**config.mk**
```make
export PLATFORM = sky130hd
export DESIGN_NAME = s2_frame_receiver
export DESIGN_NICKNAME = d
export VERILOG_FILES = /design/src/rtl/s2_frame_receiver.sv
export SDC_FILE = /design/constraint.sdc
export NUM_CORES = 1
export LEC_CHECK = 0
export BUFFER_PORTS_ARGS = -buffer_cell sky130_fd_sc_hd__clkbuf_2
export CAP_MARGIN = 30
export CORE_UTILIZATION = 62
export DETAILED_ROUTE_END_ITERATION = 16
export GPL_TIMING_DRIVEN = 0
export PLACE_DENSITY = 0.84
export SLEW_MARGIN = 10
export SYNTH_ARGS = -nofsm -noshare
export SYNTH_HDL_FRONTEND = slang
export SYNTH_SLANG_ARGS = --single-unit
```
**constraint.sdc**
```tcl
create_clock -name clk -period 5.1 [get_ports clk]
set_input_delay 1.02 -clock clk [delete_from_list [all_inputs] [get_ports clk]]
set_output_delay 1.02 -clock clk [all_outputs]
set_load 0.01 [all_outputs]
```
**src/rtl/s2_frame_receiver.sv**
```systemverilog
// Serial frame receiver: deserializes active-low sen/sd frames into address + data
// and issues a one-cycle RB2 write strobe per well-formed frame until FRAMES are written.
module s2_frame_receiver #(
  parameter int ADDR_W = 3,
  parameter int DATA_W = 18,
  parameter int FRAMES = 8
) (
  input  logic              clk,
  input  logic              rst,
  input  logic              sen,
  input  logic              sd,
  output logic              RB2_RW,
  output logic [ADDR_W-1:0] RB2_A,
  output logic [DATA_W-1:0] RB2_D,
  output logic              frame_err,
  output logic              done
);

  localparam int TOT = ADDR_W + DATA_W;
  localparam int BW  = $clog2(TOT + 1);
  localparam int FW  = $clog2(FRAMES + 1);

  localparam logic [BW-1:0] ONE_B  = BW'(1);
  localparam logic [BW-1:0] ADDR_C = BW'(ADDR_W);
  localparam logic [BW-1:0] TOT_C  = BW'(TOT);
  localparam logic [FW-1:0] ONE_F  = FW'(1);
  localparam logic [FW-1:0] LAST_F = FW'(FRAMES - 1);

  typedef enum logic [1:0] {
    S_IDLE = 2'd0,
    S_ADDR = 2'd1,
    S_DATA = 2'd2,
    S_DONE = 2'd3
  } state_t;

  state_t             r_state;
  state_t             w_state_nx;
  logic [BW-1:0]      r_bitcnt, w_bitcnt_nx;
  logic [ADDR_W-1:0]  r_addr_sr, w_addr_nx;
  logic [DATA_W-1:0]  r_data_sr, w_data_nx;
  logic               r_ovr, w_ovr_nx;
  logic [FW-1:0]      r_frmcnt, w_frmcnt_nx;
  logic               r_rw, w_rw_nx;
  logic [ADDR_W-1:0]  r_a, w_a_nx;
  logic [DATA_W-1:0]  r_d, w_d_nx;
  logic               r_err, w_err_nx;
  logic               r_done, w_done_nx;
  logic               w_good;
  logic               w_last;

  // A frame is good only if it ended in DATA with exactly TOT bits and no extras.
  assign w_good = (r_state == S_DATA) && (r_bitcnt == TOT_C) && !r_ovr;
  assign w_last = (r_frmcnt == LAST_F);

  // State register
  always_ff @(posedge clk or posedge rst) begin
    if (rst) begin
      r_state <= S_IDLE;
    end else begin
      r_state <= w_state_nx;
    end
  end

  // Next-state logic
  always_comb begin
    w_state_nx = r_state;
    case (r_state)
      S_IDLE: begin
        if (!sen) begin
          w_state_nx = (ADDR_W == 1) ? S_DATA : S_ADDR;
        end else begin
          w_state_nx = S_IDLE;
        end
      end
      S_ADDR: begin
        if (sen) begin
          w_state_nx = S_IDLE;
        end else if ((r_bitcnt + ONE_B) == ADDR_C) begin
          w_state_nx = S_DATA;
        end else begin
          w_state_nx = S_ADDR;
        end
      end
      S_DATA: begin
        if (!sen) begin
          w_state_nx = S_DATA;
        end else if (w_good && w_last) begin
          w_state_nx = S_DONE;
        end else begin
          w_state_nx = S_IDLE;
        end
      end
      S_DONE:  w_state_nx = S_DONE;
      default: w_state_nx = S_IDLE;
    endcase
  end

  // Output / datapath next values
  always_comb begin
    w_bitcnt_nx = r_bitcnt;
    w_addr_nx   = r_addr_sr;
    w_data_nx   = r_data_sr;
    w_ovr_nx    = r_ovr;
    w_frmcnt_nx = r_frmcnt;
    w_rw_nx     = 1'b1;
    w_a_nx      = r_a;
    w_d_nx      = r_d;
    w_err_nx    = 1'b0;
    w_done_nx   = r_done;
    case (r_state)
      S_IDLE: begin
        if (!sen) begin
          // First bit reloads the shifters, even while a write strobe is still out.
          w_addr_nx    = '0;
          w_addr_nx[0] = sd;
          w_data_nx    = '0;
          w_bitcnt_nx  = ONE_B;
          w_ovr_nx     = 1'b0;
        end else begin
          w_bitcnt_nx = r_bitcnt;
        end
      end
      S_ADDR: begin
        if (!sen) begin
          w_addr_nx    = r_addr_sr << 1;
          w_addr_nx[0] = sd;
          w_bitcnt_nx  = r_bitcnt + ONE_B;
        end else begin
          w_err_nx = 1'b1;
        end
      end
      S_DATA: begin
        if (!sen) begin
          if (r_bitcnt < TOT_C) begin
            w_data_nx    = r_data_sr << 1;
            w_data_nx[0] = sd;
            w_bitcnt_nx  = r_bitcnt + ONE_B;
          end else begin
            w_ovr_nx = 1'b1;
          end
        end else if (w_good) begin
          w_rw_nx     = 1'b0;
          w_a_nx      = r_addr_sr;
          w_d_nx      = r_data_sr;
          w_frmcnt_nx = r_frmcnt + ONE_F;
          if (w_last) begin
            w_done_nx = 1'b1;
          end else begin
            w_done_nx = r_done;
          end
        end else begin
          w_err_nx = 1'b1;
        end
      end
      S_DONE: begin
        w_rw_nx = 1'b1;
      end
      default: begin
        w_rw_nx = 1'b1;
      end
    endcase
  end

  // Datapath and output registers
  always_ff @(posedge clk or posedge rst) begin
    if (rst) begin
      r_bitcnt  <= '0;
      r_addr_sr <= '0;
      r_data_sr <= '0;
      r_ovr     <= 1'b0;
      r_frmcnt  <= '0;
      r_rw      <= 1'b1;
      r_a       <= '0;
      r_d       <= '0;
      r_err     <= 1'b0;
      r_done    <= 1'b0;
    end else begin
      r_bitcnt  <= w_bitcnt_nx;
      r_addr_sr <= w_addr_nx;
      r_data_sr <= w_data_nx;
      r_ovr     <= w_ovr_nx;
      r_frmcnt  <= w_frmcnt_nx;
      r_rw      <= w_rw_nx;
      r_a       <= w_a_nx;
      r_d       <= w_d_nx;
      r_err     <= w_err_nx;
      r_done    <= w_done_nx;
    end
  end

  assign RB2_RW    = r_rw;
  assign RB2_A     = r_a;
  assign RB2_D     = r_d;
  assign frame_err = r_err;
  assign done      = r_done;

endmodule

```
==> parameters.txt <==
Parameter                              Value

Final layout
  ANT cells    0
  # fillers    247
  Layout area overhead    14.8%
  Layout Cells excl Fill    287
  Share of cells above drive strength 1    around 26%
  Final core utilization    roughly 77%
  Final layout net count    246

Floorplan
  Area inside the core boundary    3800 µm²
  Area of the die    roughly 4400 µm²
  Standard-cell row count    22
  Vertical die dimension    around 66 µm
  Horizontal die dimension    between 60 and 70 µm
  Number of primary I/O pins    28
  Starting density of the core    66.8%

Synth
  Number of flip-flops and latches in the synthesized netlist    57
  Synth Cell Area    between 2000 and 3000 µm²
  Dominant synthesized flop cell    sky130_fd_sc_hd__dfrtp_1
  Post-synth top area share    between 50% and 60%
  Count leader, synth    sky130_fd_sc_hd__dfrtp_1
  Cells after synthesis    between 150 and 200
  Number of distinct library cell variants in the gate-level netlist after synthesis    44
  Post-synth EDFFs    0
  Sequential fraction of the synthesis area    between 50% and 60%
  Post-synth ARST share    100%
  Leading cell types by count after synthesis    56 x sky130_fd_sc_hd__dfrtp_1, 22 x sky130_fd_sc_hd__mux2_1, 20 x sky130_fd_sc_hd__a22o_1
  Cells taking the most area after synthesis    sky130_fd_sc_hd__dfrtp_1 55%, sky130_fd_sc_hd__mux2_1 9.8%, sky130_fd_sc_hd__a22o_1 6.9%
  Warnings from Yosys    0
  Avg Cell Area, Syn    ~13 µm²
  Yosys top cell by area    sky130_fd_sc_hd__dfrtp_1
  Net count after synthesis    approximately 210

CTS
  CTS Root Cell    sky130_fd_sc_hd__clkbuf_8
  Post-CTS repair timing setup buffer count    0
  Maximum number of buffers from clock root to sink    2
  TritonCTS Buffers    9
  Post-CTS sizing    0
  CTS H-Tree Depth    3
  CTS Hold Bufs    0
  Clock transition at the registers of the reported paths    ~60 ps
  CTS tree    built
  Clock latency of the later-clocked register in the worst-skew pair    roughly 340 ps
  Clock tree sinks    57

Pwr
  Flop pwr share    45.3%
  Logic pwr share    23.6%
  Total net switching power    about 0.37 mW
  Switching part of the total power    between 30% and 40%
  Internal power    around 0.78 mW
  Leakage Power    between 1 and 1.5 nW
  Max VDD drop    roughly 0.26 mV
  Part of the power in the clock network    a little under a third
  Ratio of total power to cell area    just under 400 nW/µm²

Setup path
  Crit path max-delay cell type    sky130_fd_sc_hd__dfstp_2
  Critical path endpoint category    output port
  Largest delay share family, worst path    flip-flops
  Data required, critical path    slightly above 4000 ps
  Delay of the slowest cell on the worst path    roughly 520 ps
  Critical Path Fanout Max    1
  Worst R2R Path Depth    9
  Logic depth of the worst setup path including buffers    1
  Number of buffer and inverter instances along the worst setup path    1
  Crit path from    RB2_RW
  End of the critical path    RB2_RW
  Arr. time, crit path    980 ps
  Startpoint type of the worst setup path    flop
  Crit Path Class    reg2out
  R2r startpoint    r_state[0]
  Flop2flop setup slack    3170 ps
  Cells along the critical path    clkbuf_2
  Capturing point of the worst reg2reg path    r_data_sr[2]

Global routing
  Grt ovf    0
  Antenna violations before repair    0
  Largest net degree at the start of global routing    30
  GRT Resource Usage Total    a little over a quarter
  First-pass GRT wire length    8270 µm
  Vias in the first global route    roughly 1,700

Drt
  Iteration count of the initial detailed-routing pass    4
  Number of nets with antenna violations after detailed routing    0
  Vias per std cell    approximately 6
  Total Wirelength    4720 µm
  Remaining DRCs    0
  Average wire per cell in the routed design    roughly 16 µm
  Routed vias    roughly 1,700
  Violation count after the first detailed-routing iteration    about 110

STA
  Unrepaired setup endpoints after global routing    no
  Final-layout setup total negative slack    0 ps
  Number of failing hold endpoints at the final stage    0
  Final cycle utilization of the critical path    just under 40%
  Maximum clock frequency    between 500 and 600 MHz
  Post-route minimum period    2000 ps
  Setup ws final    between 3000 and 4000 ps
  # setup viols final    0
  Max transition margin    58.2%
  Slew at the pin closest to its max-slew limit    626 ps
  Worst-case clock skew    approximately 9 ps
  Final Max Tran Viols    0

Placement
  DP Cell Count    approximately 270
  Count of buffers from port buffering    26
  Gpl congestion    0.907
  Worst setup timing slack at the placement stage    2790 ps
  Half-perimeter wire length of the detailed placement result    3330 µm

Flow run
  Maximum Capacitance Violations    0

Hold path
  Source of the worst hold timing path    done
  Worst hold-check path type    reg2reg

Run status
  Result of the run    finished, final reports clean
==> worst register-to-register path, delay by kind of cell, from the launching register on <==
family | cells | cell delay (ps)
compound gates | 2 | 360
flops | 1 | 400
simple gates | 2 | 240
buf+inv | 4 | 610
fa+ha+maj | 1 | 210
==> routing by layer <==
metal | global-route usage [%] | routed length (µm) | vias to the layer above
met1 | 33.1 | 2000 | 853
met3 | 10.3 | 221 | 15
met2 | 42.3 | 2360 | 44
li1 | - | - | 782
met5 | 0 | 0 | -
met4 | 12.8 | 133 | 0
==> logic make-up (layout without fill, tap and decap cells) <==
logic type	after synthesis	in the layout	share of synthesized area, %
buf+inv	21	64	4.78
simple gates	42	42	10.1
xor+xnor	3	3	1.04
flops	57	57	56.2
compound gates	42	42	13.7
mux	23	23	10.2
fa+ha+maj	8	8	3.94
==> cell usage in the layout, fill, tap and decap left out, types with 4 or more instances in the layout <==
cell and count:
sky130_fd_sc_hd__dfrtp_1 56, sky130_fd_sc_hd__clkbuf_2 27, sky130_fd_sc_hd__clkbuf_8 10, sky130_fd_sc_hd__buf_6 4, sky130_fd_sc_hd__inv_1 7, sky130_fd_sc_hd__a22o_1 20, sky130_fd_sc_hd__nand3_1 7, sky130_fd_sc_hd__buf_2 6
sky130_fd_sc_hd__nand2_1 10, sky130_fd_sc_hd__a21oi_1 5, sky130_fd_sc_hd__nand2b_1 4, sky130_fd_sc_hd__o21ai_0 4, sky130_fd_sc_hd__ha_1 8, sky130_fd_sc_hd__mux2_1 22, sky130_fd_sc_hd__nor2_1 5
==> power groups by stage <==
stage	clock network, mW	logic (mW)	registers [mW]
after floorplan	0	0.212	0.519
after global placement	0	0.250	0.524
after detailed placement	0	0.268	0.526
after CTS	0.365	0.270	0.518
after global routing	0.389	0.302	0.524
final	0.358	0.271	0.520
==> area by class of cell <==
type	count	area, µm²	area share (%)
sequential	57	1430	49.0
multi-input combinational	118	990	33.9
timing repair buffer	27	150	5.15
clock buffer	13	149	5.11
buffer	12	87.6	3.00
tap	48	60.1	2.06
inverter	9	33.8	1.16
clock inverter	3	17.5	0.601
==> worst min-delay path by stage <==
stage | to | slack [ps] | cells after the start
after floorplan | r_frmcnt[3] | 430 | 1
after global placement | done | 450 | 1
after detailed placement | done | 460 | 1
after CTS | done | 480 | 1
after global routing | r_addr_sr[2] | 500 | 1
final | done | 480 | 1
==> state kept, by name, summed over array words and instances, names as in the netlist, 2 cells and up <==
| name | count |
|---|---|
| r_bitcnt | 5 |
| RB2_D | 18 |
| r_data_sr | 18 |
| r_frmcnt | 4 |
| r_state | 2 |
| r_addr_sr | 3 |
| RB2_A | 3 |
==> stage by stage <==
stage	total power, mW	area (µm²)	hold WS (ps)
3_3_place_gp	0.774	2730	451
6_report	1.15	2920	478
2_1_floorplan	0.732	2540	433
3_5_place_dp	0.794	2750	462
4_1_cts	1.15	2920	478
5_1_grt	1.21	2920	503
No activity file was read; power rests on OpenSTA's default activity.
